**config.mk**
```make
export PLATFORM = sky130hd
export DESIGN_NAME = log2_frac_iter
export DESIGN_NICKNAME = d
export VERILOG_FILES = /design/src/rtl/log2_frac_iter.sv
export SDC_FILE = /design/constraint.sdc
export NUM_CORES = 2
export LEC_CHECK = 0
export ABC_AREA = 1
export CAP_MARGIN = 20
export CORE_UTILIZATION = 40
export DETAILED_ROUTE_END_ITERATION = 8
export GPL_ROUTABILITY_DRIVEN = 0
export PLACE_DENSITY = 0.53
export SYNTH_ARGS = -nofsm -noshare
export SYNTH_HDL_FRONTEND = slang
export SYNTH_SLANG_ARGS = --single-unit
```
**constraint.sdc**
```tcl
create_clock -name clk -period 9.95 [get_ports clk]
set_input_delay 0.995 -clock clk [delete_from_list [all_inputs] [get_ports clk]]
set_output_delay 0.995 -clock clk [all_outputs]
set_load 0.03 [all_outputs]
```
**src/rtl/log2_frac_iter.sv**
```systemverilog
// Sequential fixed-point log2: integer part from the operand's MSB index,
// fractional part by repeated squaring of the normalized mantissa, one bit per cycle.
module log2_frac_iter #(
    parameter int WIDTH     = 32,
    parameter int FRAC_BITS = 8,
    localparam int IW       = $clog2(WIDTH)
) (
    input  logic                 clk,
    input  logic                 rst,
    input  logic                 in_valid,
    output logic                 in_ready,
    input  logic [WIDTH-1:0]     in_data,
    output logic                 out_valid,
    input  logic                 out_ready,
    output logic [IW-1:0]        out_int,
    output logic [FRAC_BITS-1:0] out_frac,
    output logic                 out_zero
);

    localparam int CW = (FRAC_BITS > 1) ? $clog2(FRAC_BITS) : 1;

    typedef enum logic [1:0] {IDLE, ITER, DONE} state_t;

    state_t               state_q, state_d;
    logic [WIDTH-1:0]     m_q, m_d;
    logic [CW-1:0]        cnt_q, cnt_d;
    logic [IW-1:0]        int_q, int_d;
    logic [FRAC_BITS-1:0] frac_q, frac_d;
    logic                 zero_q, zero_d;

    logic [IW-1:0]        msb;
    logic [WIDTH-1:0]     norm;
    logic [2*WIDTH-1:0]   prod;
    logic                 sq_bit;
    logic [WIDTH-1:0]     m_next;
    logic                 unused_lo;

    always_comb begin
        msb = '0;
        for (int i = 0; i < WIDTH; i++)
            if (in_data[i]) msb = IW'(i);
    end

    // Shift the leading one up to bit WIDTH-1 so the mantissa reads as 1.f.
    assign norm = in_data << (IW'(WIDTH - 1) - msb);

    // m in [1,2) squared lands in [1,4); the top bit says whether it crossed 2.
    assign prod      = {{WIDTH{1'b0}}, m_q} * {{WIDTH{1'b0}}, m_q};
    assign sq_bit    = prod[2*WIDTH-1];
    assign m_next    = sq_bit ? prod[2*WIDTH-1 -: WIDTH] : prod[2*WIDTH-2 -: WIDTH];
    assign unused_lo = ^prod[WIDTH-2:0];

    always_comb begin
        state_d = state_q;
        m_d     = m_q;
        cnt_d   = cnt_q;
        int_d   = int_q;
        frac_d  = frac_q;
        zero_d  = zero_q;
        case (state_q)
            IDLE: begin
                if (in_valid) begin
                    frac_d = '0;
                    if (in_data == '0) begin
                        zero_d  = 1'b1;
                        int_d   = '0;
                        state_d = DONE;
                    end else begin
                        zero_d  = 1'b0;
                        int_d   = msb;
                        m_d     = norm;
                        cnt_d   = '0;
                        state_d = ITER;
                    end
                end
            end
            ITER: begin
                frac_d = (frac_q << 1) | FRAC_BITS'(sq_bit);
                m_d    = m_next;
                cnt_d  = cnt_q + CW'(1);
                if (cnt_q == CW'(FRAC_BITS - 1)) state_d = DONE;
            end
            DONE: begin
                if (out_ready) state_d = IDLE;
            end
            default: state_d = IDLE;
        endcase
    end

    always_ff @(posedge clk) begin
        if (rst) begin
            state_q <= IDLE;
            m_q     <= '0;
            cnt_q   <= '0;
            int_q   <= '0;
            frac_q  <= '0;
            zero_q  <= 1'b0;
        end else begin
            state_q <= state_d;
            m_q     <= m_d;
            cnt_q   <= cnt_d;
            int_q   <= int_d;
            frac_q  <= frac_d;
            zero_q  <= zero_d;
        end
    end

    assign in_ready  = (state_q == IDLE);
    assign out_valid = (state_q == DONE);
    assign out_int   = int_q;
    assign out_frac  = frac_q;
    assign out_zero  = zero_q;

endmodule

```
# After elaboration in Yosys (flattened, before gate mapping)
# Index checks and enable logic that the tools add are counted.
[totals]
register_bits = 51
inputBits = 36
out_inout_bits = 16
wordCells = 72
[op_classes]
n_addsub = 2
multipliers = 1
n_eq_ne = 7
shift = 1
n_mux = 47
bitwise = 1
n_reduce_logical = 7
[op_table]
columns = ["cell", "n"]
rows = [
  ["two-way mux 5 bit", 30],
  ["two-way mux 32 bit", 3],
  ["multiplier 32 x 32 -> 64 bit", 1],
  ["one-hot mux 32 bit (2 select lines)", 1],
  ["logical NOT 32 bit", 1],
  ["left shift 32 x 5 -> 32 bit", 1],
  ["one-hot mux 8 bit (2 select lines)", 1],
  ["two-way mux 2 bit", 5],
  ["two-way mux 8 bit", 1],
  ["bitwise OR 8 x 1 -> 8 bit", 1],
  ["two-way mux 3 bit", 2],
  ["inequality test 2 bit, second input constant", 3],
  ["one-hot mux 2 bit (3 select lines)", 1],
  ["one-hot mux 3 bit (2 select lines)", 1],
  ["AND reduction 3 bit", 2],
  ["subtractor 5 bit, first input constant", 1],
  ["AND reduction 2 bit", 2],
  ["adder 3 x 1 -> 3 bit, second input constant", 1],
  ["== test 3 bit, second input constant", 1],
  ["== test 2 x 1 -> 1 bit, second input constant", 1],
  ["== test 2 bit, second input constant", 1],
  ["logical NOT 2 bit", 1],
  ["two-way mux 1 bit", 2],
  ["inequality test 2 x 1 -> 1 bit, second input constant", 1],
  ["nonzero test 2 bit", 1],
]

# Logic depth before layout (Yosys ltp)
[logic_depth]
depth_word = 36
ltp_mapped = 41
mapped_depth_nobuf = 40

# Least setup slack after synthesis
# No wires, ideal clock.
[synth_path]
path_kind = "reg2reg"
startpoint = "register m_q[2]"
endpoint = "register m_q[29]"
setup_ns = 0.109
t_arrival_ns = 7.666
t_required_ns = 9.841
slack_ns = 2.175
stages_incl_launch_ff = 38
path_buffers = 4
period_less_slack_ns = 7.775
cell_sequence = "dfxtp_1 > clkbuf_1 > clkbuf_1 > buf_1 > nand2_1 > fa_1 > inv_1 > fa_1 > inv_1 > fa_1 > fa_1 > inv_1 > fa_1 > inv_1 > fa_1 > inv_1 > fa_1 > fa_1 > [2 not listed] > o21ai_0 > a21oi_1 > o21ai_0 > a21oi_1 > o21ai_2 > a311oi_2 > o21ai_2 > nand2_1 > nor2_1 > o21ai_1 > nand2_1 > inv_2 > nor2_4 > buf_2 > a221oi_1 > nand3_1 > nand2_1 > inv_1"
[synth_via]
elab_chain_len = 3
[synth_rtl]
columns = ["element", "line_no", "rtl"]
rows = [
  ["start: declaration", "25", "logic [WIDTH-1:0] m_q, m_d;"],
  ["start signal: assignment", "100", "m_q <= m_d;"],
  ["multiplier 32 x 32 -> 64 bit", "48", "assign prod = {{WIDTH{1'b0}}, m_q} * {{WIDTH{1'b0}}, m_q};"],
  ["two-way mux 32 bit", "50", "assign m_next = sq_bit ? prod[2*WIDTH-1 -: WIDTH] : prod[2*WIDTH-2 -: WIDTH];"],
  ["one-hot mux 32 bit (2 select lines)", "60", "case (state_q)"],
]
# Every way passes these cells.
# A chain may end at the register's enable or synchronous reset.

# Worst setup path in the final report
[layout_path]
startpoint = "register m_q[3]"
endpoint = "register m_q[22]"
# Same word-level chain as after synthesis.

==> metrics <==
status complete, no violations; peak fanout along the critical path 25; hold_buf cts 0; #FFs+latches synth 51; CTS Buf Count 5; die width 292 um; die footprint 85200 um2; Post-CTS Resized 0; post-synthesis instance total 4163; Via density 4.83; DRC violations left 0; Main synth FF type dfxtp_1; Mean Syn Cell Area 8.07 um2; initial antenna violation count 0; Starting Density 40.7%; DR pass1 iterations 5; Synth async-reset ratio 0%; syn_nets 5290; GR Util All Layers 22.7%; Crit path required time 10.20 ns; Clock Tree Root clkbuf_16; Hold WC Path Type flop to flop; CP max stage cell dfxtp_1; Worst Path Arrival 9.21 ns; Fin. Hold Viols 0; HPWL after DPL 77.7 mm; Die Y 292 um; reg2reg setup slack 0.99 ns; final WL 92.3 mm; fin area 35400 um2; CTS tree built; Tcrit/Tclk final 90.0%; number of global-route vias before repair 27.3k; Cell Area, Synth 33600 um2; sequential share of the synthesized area 3.04%; DRT iter0 DRCs 1640; Clk Latency, worst-skew pair 0.32 ns; placed cell area 35200 um2; Clk pin slew, worst setup/hold paths 0.08 ns; Fmax 0.112 GHz; critical path capture point type flop; Ant. Diodes 0; post-route ant nets 0; boundary pin count 52; crit path time final 8.96 ns; H-tree depth 2; clk sinks 51; # nets final 5243; crit-path most repeated cell fa_1; Synth warnings 0; post-CTS setup buffer count 0; share of post-route cells with drive strength above 1 3.04%; Max Cap Viol 0; Crit Path Category flop to flop; Least-Margin Pin Slew 1.10 ns; unique cell type count in the Yosys netlist 55; fin. max-slew vios 0; EDFF count, synth 0; Setup crit start kind flop; Setup Skew 0.0121 ns; Core Region 82600 um2; Site Rows 105; Clock Path Buffers 2; first-pass GRT wire length 150 mm; Area Growth Syn to Fin 5.48%; grt total ovfl 0; Slew HR 26.3%; pin count of the biggest net entering global routing 38; drt wl/cell 17.8 um; Hold Path Depth 2; Core Util, Final 42.9%; total number of vias 25.0k; Setup TNS Final 0 ns; R2R depth 33; Port Buf Inserts 51; Largest stage delay, worst path 0.98 ns; RSZ-0062 raised after global routing no; Setup-failing EPs final 0
-- sequential cells by signal (all words and copies together) (netlist names) --
name and count:
m_q 32, out_frac 8, out_int 5, cnt_q 3
state_q 2, out_zero 1
-- logic make-up after synthesis --
kind of cell / share of synthesized area, %
fa+ha+maj: 58.3
simple gates: 14.1
buf+inv: 16.9
compound gates: 5.63
xor+xnor: 2.03
flops: 3.04
-- synth_stat cells, types with 4 or more instances --
cell      instances  area share (%)
nand4_1          10            0.19
o211ai_1          8            0.18
o21a_1           12            0.27
a21oi_1         129             1.9
nand2_1         738             8.2
a221oi_1         16            0.42
o21bai_1         16            0.36
nand3_1         221             3.3
buf_1            13            0.15
a21o_1            4           0.089
clkbuf_1        127             1.4
or2_2             6            0.11
ha_1            300              11
o21ai_0          62            0.92
xnor2_1          24            0.63
buf_2            15            0.22
fa_1            791              47
dfxtp_1          51             3.0
xor2_1           54             1.4
nand3_2           7            0.21
inv_1          1328              15
a31oi_1          23            0.43
a211oi_1          8            0.18
nor4_1            9            0.17
inv_2             5           0.056
nand2_2          10            0.19
nor2_1          115             1.3
o21ai_1           6           0.089
o221ai_1          4            0.10
nor3_1           13            0.19
a31o_2            6            0.16
-- layout by cell type (no fill, tap or decap), drive strengths merged, types with 23 or more instances in the layout --
master / Yosys / final
inv: 1333 / 1334
fa: 791 / 791
nor2: 117 / 117
dfxtp: 51 / 51
a21oi: 130 / 130
xor2: 54 / 54
a31oi: 23 / 23
buf: 34 / 56
xnor2: 24 / 24
nand2: 750 / 750
clkdlybuf4s50: 0 / 51
nand3: 228 / 228
ha: 300 / 300
o21ai: 70 / 70
-- area by class of cell --
type | instances | area (um2)
multi-input combinational | 2617 | 26900
tap | 1070 | 1340
clock buffer | 5 | 125
fill | 8449 | 47200
inverter | 1334 | 5010
timing repair buffer | 107 | 963
clock inverter | 3 | 71.3
sequential | 51 | 1040
-- path summary, 6_finish.rpt --
kind | startpoint | endpoint
setup reg to reg | m_q[3] | m_q[22]
setup / recovery | m_q[3] | m_q[22]
hold / removal | out_int[2] | out_int[2]
hold reg to reg | out_int[2] | out_int[2]
-- metal layers --
layer / vias to the layer above / wire, um / global-route usage (%)
met5: - / 0 / 0
met3: 112 / 3950 / 2.25
met1: 12400 / 40700 / 30.5
met2: 550 / 45400 / 39.3
met4: 0 / 2340 / 5.21
li1: 12000 / - / -
-- worst max-delay path: cells and delay by family, from the launching register on --
family	cells	cell delay, ns
fa+ha+maj	9	4.09
compound gates	13	2.16
flops	1	0.98
simple gates	4	0.93
buf+inv	6	0.47
xor+xnor	1	0.23
-- stage by stage --
stage	setup slack, ns	hold slack (ns)	std cells
2_1_floorplan	2.17	0.445	4163
4_1_cts	1.03	0.472	5186
6_report	0.991	0.467	5187
3_5_place_dp	1.05	0.459	5178
5_1_grt	0.436	0.481	5187
3_3_place_gp	1.05	0.456	5178
Power is not shown: default switching activity piles up to over one toggle a cycle in this logic, so the estimate is an artifact.
